### src/rtl/i2c_byte_engine.sv
`default_nettype none
// ============================================================================
// Module   : i2c_byte_engine
// Purpose  : Bit-level I2C master. Runs one register transaction per go:
//            START, address, pointer, optional repeated START and data bytes,
//            then STOP. Checks slave ACKs. Drives the open-drain pad enables.
// Ports    : clk, reset      - clock, synchronous active-high reset
//            go, rw, n_byte  - transaction request and shape (latched at go)
//            r_pointer       - register pointer byte
//            dev_add         - 7-bit slave address
//            dwr / drd       - write data in / last received byte out
//            ready           - one-clk pulse per data byte
//            done            - idle and accepting go
//            ack_err         - slave NACK seen in the last transaction
//            scl_oe, sda_oe  - 1 = pull the line low
//            sda_in          - synchronized SDA pad level
// Revision : 1.0 - initial release
// ============================================================================
module i2c_byte_engine #(
  parameter int DIV = 250
) (
  input  logic       clk,
  input  logic       reset,
  input  logic       go,
  input  logic       rw,
  input  logic [1:0] n_byte,
  input  logic [7:0] r_pointer,
  input  logic [6:0] dev_add,
  input  logic [7:0] dwr,
  output logic [7:0] drd,
  output logic       ready,
  output logic       done,
  output logic       ack_err,
  output logic       scl_oe,
  output logic       sda_oe,
  input  logic       sda_in
);

  typedef enum logic [2:0] {IDLE, START, SEND, RACK, RSTART, RECV, MACK, STOP} state_t;
  // Which byte of the frame the current SEND/RACK belongs to.
  typedef enum logic [1:0] {PH_WADDR, PH_PTR, PH_RADDR, PH_DATA} phase_t;

  localparam logic [11:0] c_cnt_last = 12'(DIV - 1);

  state_t      state_q, state_d;
  phase_t      phase_q, phase_d;
  logic [11:0] cnt_q, cnt_d;
  logic [1:0]  qtr_q, qtr_d;
  logic [2:0]  bit_q, bit_d;
  logic [7:0]  shift_q, shift_d;
  logic [1:0]  nbyte_q, nbyte_d;
  logic [1:0]  bcnt_q, bcnt_d;
  logic        rw_q, rw_d;
  logic [7:0]  ptr_q, ptr_d;
  logic [6:0]  dev_q, dev_d;
  logic        nack_q, nack_d;
  logic [7:0]  drd_q, drd_d;
  logic        ready_q, ready_d;
  logic        ack_err_q, ack_err_d;
  logic        scl_q, scl_d, sda_q, sda_d;
  logic        w_tick;

  // Pad enables for a given state/quarter: {scl_oe, sda_oe}.
  function automatic logic [1:0] pad_drive(input state_t s, input logic [1:0] q,
                                           input logic sbit, input logic mack_low);
    logic scl_low;
    scl_low = (q < 2'd2);
    case (s)
      START:      pad_drive = {1'b0, q == 2'd1};
      SEND:       pad_drive = {scl_low, ~sbit};
      RACK, RECV: pad_drive = {scl_low, 1'b0};
      MACK:       pad_drive = {scl_low, mack_low};
      RSTART:     pad_drive = {q == 2'd0, q == 2'd3};
      STOP:       pad_drive = {q == 2'd0, q != 2'd2};
      default:    pad_drive = 2'b00;
    endcase
  endfunction

  assign w_tick = (state_q != IDLE) && (cnt_q == c_cnt_last);

  always_comb begin
    state_d   = state_q;
    phase_d   = phase_q;
    cnt_d     = cnt_q;
    qtr_d     = qtr_q;
    bit_d     = bit_q;
    shift_d   = shift_q;
    nbyte_d   = nbyte_q;
    bcnt_d    = bcnt_q;
    rw_d      = rw_q;
    ptr_d     = ptr_q;
    dev_d     = dev_q;
    nack_d    = nack_q;
    drd_d     = drd_q;
    ready_d   = 1'b0;
    ack_err_d = ack_err_q;

    if (state_q != IDLE) cnt_d = w_tick ? 12'd0 : cnt_q + 12'd1;

    if (state_q == IDLE) begin
      if (go) begin
        rw_d      = rw;
        nbyte_d   = n_byte;
        ptr_d     = r_pointer;
        dev_d     = dev_add;
        ack_err_d = 1'b0;
        cnt_d     = 12'd0;
        qtr_d     = 2'd0;
        bcnt_d    = 2'd0;
        phase_d   = PH_WADDR;
        state_d   = START;
      end
    end else if (w_tick) begin
      qtr_d = qtr_q + 2'd1;
      case (state_q)
        START: if (qtr_q == 2'd1) begin
          state_d = SEND;
          qtr_d   = 2'd0;
          bit_d   = 3'd0;
          shift_d = {dev_q, 1'b0};
        end
        SEND: if (qtr_q == 2'd3) begin
          if (bit_q == 3'd7) begin
            state_d = RACK;
            if (phase_q == PH_DATA) bcnt_d = bcnt_q + 2'd1;
            // Request the next write byte as the ACK bit that precedes it begins.
            ready_d = (phase_q == PH_PTR && nbyte_q != 2'd0 && !rw_q) ||
                      (phase_q == PH_DATA && (bcnt_q + 2'd1) != nbyte_q);
          end else begin
            bit_d   = bit_q + 3'd1;
            shift_d = {shift_q[6:0], 1'b0};
          end
        end
        RACK: begin
          if (qtr_q == 2'd2) nack_d = sda_in;
          if (qtr_q == 2'd3) begin
            bit_d = 3'd0;
            if (nack_q) begin
              ack_err_d = 1'b1;
              state_d   = STOP;
            end else begin
              case (phase_q)
                PH_WADDR: begin
                  phase_d = PH_PTR;
                  state_d = SEND;
                  shift_d = ptr_q;
                end
                PH_PTR: begin
                  if (nbyte_q == 2'd0) state_d = STOP;
                  else if (rw_q) state_d = RSTART;
                  else begin
                    phase_d = PH_DATA;
                    state_d = SEND;
                    shift_d = dwr;
                  end
                end
                PH_RADDR: begin
                  phase_d = PH_DATA;
                  state_d = RECV;
                end
                default: begin
                  if (bcnt_q == nbyte_q) state_d = STOP;
                  else begin
                    state_d = SEND;
                    shift_d = dwr;
                  end
                end
              endcase
            end
          end
        end
        RSTART: if (qtr_q == 2'd3) begin
          state_d = SEND;
          phase_d = PH_RADDR;
          bit_d   = 3'd0;
          shift_d = {dev_q, 1'b1};
        end
        RECV: begin
          if (qtr_q == 2'd2) begin
            shift_d = {shift_q[6:0], sda_in};
            if (bit_q == 3'd7) begin
              drd_d   = {shift_q[6:0], sda_in};
              ready_d = 1'b1;
            end
          end
          if (qtr_q == 2'd3) begin
            if (bit_q == 3'd7) begin
              state_d = MACK;
              bcnt_d  = bcnt_q + 2'd1;
            end else begin
              bit_d = bit_q + 3'd1;
            end
          end
        end
        MACK: if (qtr_q == 2'd3) begin
          bit_d = 3'd0;
          if (bcnt_q == nbyte_q) state_d = STOP;
          else state_d = RECV;
        end
        STOP: if (qtr_q == 2'd2) begin
          state_d = IDLE;
          qtr_d   = 2'd0;
        end
        default: state_d = IDLE;
      endcase
    end

    // Pads are registered from next-state values so they change exactly on ticks.
    {scl_d, sda_d} = pad_drive(state_d, qtr_d, shift_d[7], bcnt_d != nbyte_d);
  end

  always_ff @(posedge clk) begin
    if (reset) begin
      state_q   <= IDLE;
      phase_q   <= PH_WADDR;
      cnt_q     <= 12'd0;
      qtr_q     <= 2'd0;
      bit_q     <= 3'd0;
      shift_q   <= 8'd0;
      nbyte_q   <= 2'd0;
      bcnt_q    <= 2'd0;
      rw_q      <= 1'b0;
      ptr_q     <= 8'd0;
      dev_q     <= 7'd0;
      nack_q    <= 1'b0;
      drd_q     <= 8'd0;
      ready_q   <= 1'b0;
      ack_err_q <= 1'b0;
      scl_q     <= 1'b0;
      sda_q     <= 1'b0;
    end else begin
      state_q   <= state_d;
      phase_q   <= phase_d;
      cnt_q     <= cnt_d;
      qtr_q     <= qtr_d;
      bit_q     <= bit_d;
      shift_q   <= shift_d;
      nbyte_q   <= nbyte_d;
      bcnt_q    <= bcnt_d;
      rw_q      <= rw_d;
      ptr_q     <= ptr_d;
      dev_q     <= dev_d;
      nack_q    <= nack_d;
      drd_q     <= drd_d;
      ready_q   <= ready_d;
      ack_err_q <= ack_err_d;
      scl_q     <= scl_d;
      sda_q     <= sda_d;
    end
  end

  assign drd     = drd_q;
  assign ready   = ready_q;
  assign done    = (state_q == IDLE);
  assign ack_err = ack_err_q;
  assign scl_oe  = scl_q;
  assign sda_oe  = sda_q;

endmodule
`default_nettype wire

### config.mk
export PLATFORM = sky130hd
export DESIGN_NAME = i2c_byte_engine
export DESIGN_NICKNAME = d
export VERILOG_FILES = /design/src/rtl/i2c_byte_engine.sv
export SDC_FILE = /design/constraint.sdc
export NUM_CORES = 1
export LEC_CHECK = 0
export CORE_MARGIN = 5
export CORE_UTILIZATION = 50
export DETAILED_ROUTE_END_ITERATION = 8
export PLACE_DENSITY = 0.73
export SLEW_MARGIN = 15
export SYNTH_ARGS = -nofsm -noshare
export SYNTH_HDL_FRONTEND = slang
export SYNTH_SLANG_ARGS = --single-unit
### constraint.sdc
create_clock -name clk -period 4.8 [get_ports clk]
set_input_delay 1.44 -clock clk [delete_from_list [all_inputs] [get_ports clk]]
set_output_delay 1.44 -clock clk [all_outputs]
set_load 0.05 [all_outputs]
### Yosys cells after proc, flatten, opt, wreduce, memory -nomap -nowiden

Cells that the tools add are included.

* output and inout port bits: 13
* input port bits: 30
* logic and storage cells: 186
* flip-flop bits (word level): 63

* reduce and logical (&&, ||, !) cells: 30
* equal/unequal tests: 49
* bitwise operators: 3
* muxes and demuxes: 81
* $add $sub $neg: 4
* order comparisons: 1

Operators by type and width (count)
* 8-bit two-way mux: 12
* 3-bit two-way mux: 20
* 12-bit two-way mux: 4
* 2-bit two-way mux: 24
* 8-bit one-hot mux with 5 select lines: 1
* 3-bit equality test (second input constant): 9
* 8-bit one-hot mux with 3 select lines: 1
* 2-bit inequality test (second input constant): 11
* 3-bit one-hot mux with 7 select lines: 1
* 3-bit one-hot mux with 3 select lines: 2
* 3-bit inequality test (second input constant): 5
* 14-bit AND reduction: 1
* 12-bit by 1-bit adder with 12-bit output (second input constant): 1
* 12-bit by 8-bit equality test with 1-bit output (second input constant): 1
* 3-bit by 2-bit equality test with 1-bit output (second input constant): 4
* 4-bit inequality test (second input constant): 3
* 2-bit one-hot mux with 2 select lines: 3
* 2-bit one-hot mux with 6 select lines: 1
* 2-bit equality test (second input constant): 5
* 1-bit two-way mux: 10
* 5-bit AND reduction: 2
* 2-bit nonzero test: 5
* 9-bit AND reduction: 1
* 3-bit nonzero test: 3
* other kinds (23): 38

### Logic depth before layout (Yosys ltp)

* depth in word-level cells: 11
* depth in mapped cells: 10

### Least setup slack after synthesis

Ideal clock, no wire load.

* kind: register to output
* from: register state_q[2]
* to: output port done
* arrival time: 1.247 ns
* stages on the path, launching flop included: 4
* slack: 2.113 ns
* required time: 3.360 ns
* cell sequence: dfxtp_1 or3_1 clkbuf_2 inv_1

* word-level cells in the longest chain between the ends: 1

Ends and longest elaborated chain
* from (decl): RTL line 45 `state_t state_q, state_d;`
* from (signal assigned): RTL line 232 `state_q <= state_d;`
* 3-bit logical NOT: RTL line 254 `assign done = (state_q == IDLE);`
* to (decl): RTL line 32 `output logic done,`

No other way between the ends.

### Worst setup path after layout

Ends and elaborated chain as after synthesis.

==> impl_metrics.csv <==
group,metric,value,unit
clocking,cts_setup_buffers,0,
layout,nNetsFinal,525,
sta,worst_pin_slew,0.9338,ns
die,dieArea,9011,um^2
power,sw_frac_of_total,25.46,%
clocking,holdBufCountCts,0,
clocking,clk_pin_slew_worst_paths,0.08,ns
die,row_count,31,
global_routing,grt_pass1_vias,3210,
yosys,netlist_area,3606,um^2
setup_path,reg2reg_depth,8,
setup_path,cp-end-kind,"output port",
sta,fmax,248.8,MHz
placement,io_buffers,42,
die,initial_core_util,50.53,%
clocking,cts_sinks,63,
placement,gp_congestion,0.9105,
hold_path,hold_path.class,"reg -> reg",
drt,vias_per_cell,5.815,
sta,fin_skew,0.01218,ns
sta,setup_viol,0,
outcome,status,"finished clean",
drt,firstDrtPassIters,6,
drt,routed_wl,9276,um
sta,slew_headroom,37.60,%
global_routing,grtUsageMet3,4.940,%
global_routing,grt_max_degree,39,
drt,drc_errors,0,
setup_path,cp-start-kind,"flop",
clocking,clock_path_buffers,2,
sta,hold_slack,0.4607,ns
power,p_clk_share,45.2,%
global_routing,use_met2,35.88,%
yosys,ys_ff_latch,63,
power,p_comb_share,8.4,%
setup_path,path_max_fanout,26,
drt,drtIter0Drc,265,
setup_path,crit_chain,"or3_1 > inv_1 > clkdlybuf4s50_1",
sta,finalCritPeriodShare,83.74,%
clocking,cts_tree,"done",
yosys,yosysTopAreaCellShare,34.98,%
power,powerDensity,276.1,nW/um^2
clocking,cts_max_level,3,
yosys,ys.flop_type,"dfxtp_1",
yosys,ys_warn_count,0,
drt,num_vias,3402,
yosys,synth_edf_count,0,
job,cap_violations,0,
sta,min_period,4.020,ns
layout,syn2layout_area_growth,18.29,%
drt,drtAntennaViolNets,0,
yosys,seq_area_frac_synth,34.98,%
layout,drive_gt1_share,6.173,%
yosys,synth_nets,494,
setup_path,critical_path_arrival,2.58,ns
yosys,synthArstFlopShare,0,%
drt,routedWlPerCell,15.86,um
power,p_seq_share,46.4,%
yosys,synthCells,450,
clocking,clk_latency,0.35,ns
layout,antennaDiodeCount,0,
setup_path,slowest_delay,0.84,ns
placement,dp_hpwl,6585,um
global_routing,antenna_found_initial,0,
hold_path,holdPathStages,2,
power,switching_power,0.2998,mW
global_routing,busiest_layer,"met2",
die,fp.coreArea,7137,um^2
sta,fin_setup_tns,0,ns
yosys,yosysTopAreaCell,"dfxtp_1",
yosys,post_synth_num_cell_types,67,
layout,fillers,658,
setup_path,crit_type,"reg -> out",
global_routing,met1_usage,27.50,%
power,ir_drop,0.1822,mV
die,die_w,94.93,um
die,fp.dieH,94.93,um
sta,rsz0062_at_grt,"false",
power,internal_power,0.8778,mW
global_routing,grt_usage,21.88,%
sta,final-hold-violation-count,0,
power,total_leakage_power,1.527,nW
setup_path,cpMaxStageDelayCell,"clkdlybuf4s50_1",
global_routing,grt_pass1_wl,15440,um
yosys,avgSynthCellArea,8.013,um^2
clocking,ctsRootBufferMaster,"clkbuf_8",
die,io-pin-count,43,
clocking,numCtsBuffers,9,
yosys,synth.area.top_cells,"dfxtp_1 (35%), nor2_1 (5.7%), nand2_1 (5.6%)",
clocking,post_cts_resized,0,
sta,finalMaxSlewViolations,0,
setup_path,required,3.36,ns
global_routing,overflow,0,
-- logic make-up after synthesis --
group | synth area share (%)
AOI/OAI and AO/OA | 21.93
xor gates and xnor gates | 2.915
adders and majority gates | 4.858
buffers and inverters | 5.273
DFF | 34.98
muxes | 4.719
and+or+nand+nor | 25.33
-- power groups by stage --
stage | combinational, mW | clock (mW) | sequential, mW
after CTS | 0.0987 | 0.543 | 0.546
after floorplan | 0.0643 | 0 | 0.551
after global routing | 0.108 | 0.566 | 0.548
after global placement | 0.0967 | 0 | 0.557
after detailed placement | 0.0984 | 0 | 0.558
final | 0.0989 | 0.533 | 0.546
-- state kept, by name, indices dropped and copies added (netlist names) --
register / cells
cnt_q: 12
drd: 8
ptr_q: 8
shift_q: 8
dev_q: 7
bit_q: 3
state_q: 3
bcnt_q: 2
nbyte_q: 2
phase_q: 2
qtr_q: 2
ack_err: 1
nack_q: 1
ready: 1
rw_q: 1
scl_oe: 1
sda_oe: 1
-- synth_stat cells, types with 3 or more instances --
library cell / count
dfxtp_1: 63
nor2_1: 55
a31oi_1: 6
clkbuf_2: 3
o21ai_0: 24
clkbuf_1: 14
inv_1: 15
mux2i_1: 17
buf_4: 3
or3_1: 4
nand3_1: 14
a22oi_1: 8
o211ai_1: 4
a21oi_1: 34
a32oi_1: 3
nand4_1: 8
nand2_1: 54
a22o_1: 7
xnor2_1: 3
and2_1: 4
nand3b_1: 4
nor2b_1: 5
ha_1: 14
nand2b_1: 11
xor2_1: 9
nor3_1: 8
a211oi_1: 4
-- per-stage QoR --
| stage | cell area [um^2] | worst slack, ns | total power, mW | util (%) | instances |
|---|---|---|---|---|---|
| floorplan | 3606 | 2.113 | 0.6148 | - | 450 |
| global placement | 4038 | 1.209 | 0.6539 | 56.57 | 569 |
| detailed placement | 4038 | 1.116 | 0.6563 | 56.57 | 569 |
| CTS | 4265 | 0.8014 | 1.188 | 59.77 | 585 |
| global route | 4265 | 0.6637 | 1.222 | 59.77 | 585 |
| finish | 4265 | 0.7805 | 1.178 | 59.77 | 585 |
-- placed cells by master (no fill, tap or decap), types with 3 or more instances in the layout --
cell type and instances:
xnor2_1 3, a32oi_1 3, nand3_1 14, nor2_1 55
o21ai_0 24, nor3_1 8, nand3b_1 4, xor2_1 9
a31oi_1 6, inv_1 15, clkdlybuf4s50_1 41, clkbuf_8 9
nand2_1 54, nand4_1 8, ha_1 14, and2_1 4
or3_1 4, buf_4 3, mux2i_1 17, dfxtp_1 63
o211ai_1 4, clkinv_4 3, nand2b_1 11, a22oi_1 8
a211oi_1 4, a21oi_1 34, a22o_1 7, nor2b_1 5
-- layer usage --
layer,vias up,routed length [um],share of wire [%]
met5,-,0,0
met1,1595,4017,43
li1,1677,-,-
met3,22,467,5.0
met4,0,286,3.1
met2,108,4505,49
-- critical path, delay by kind of cell (launching register included) --
family / cells / cell delay [ns]
and+or+nand+nor: 1 / 0.61
DFF: 1 / 0.56
buffers and inverters: 2 / 1.06
-- final timing paths --
path                    from       end  slack [ns]
setup / recovery  state_q[2]      done        0.78
hold / removal      dev_q[0]  dev_q[0]        0.46
setup reg to reg  state_q[2]    sda_oe        1.62
hold reg to reg     dev_q[0]  dev_q[0]        0.46
-- area by class of cell --
class | instances | area, um^2 | area share [%]
tap | 99 | 123.9 | 2.904
timing repair buffer | 45 | 437.9 | 10.27
multi-input combinational | 346 | 2155 | 50.51
inverter | 16 | 60.06 | 1.408
sequential | 63 | 1261 | 29.57
clock buffer | 9 | 123.9 | 2.904
clock inverter | 7 | 103.9 | 2.435
No activity file was read; power rests on OpenSTA's default activity.
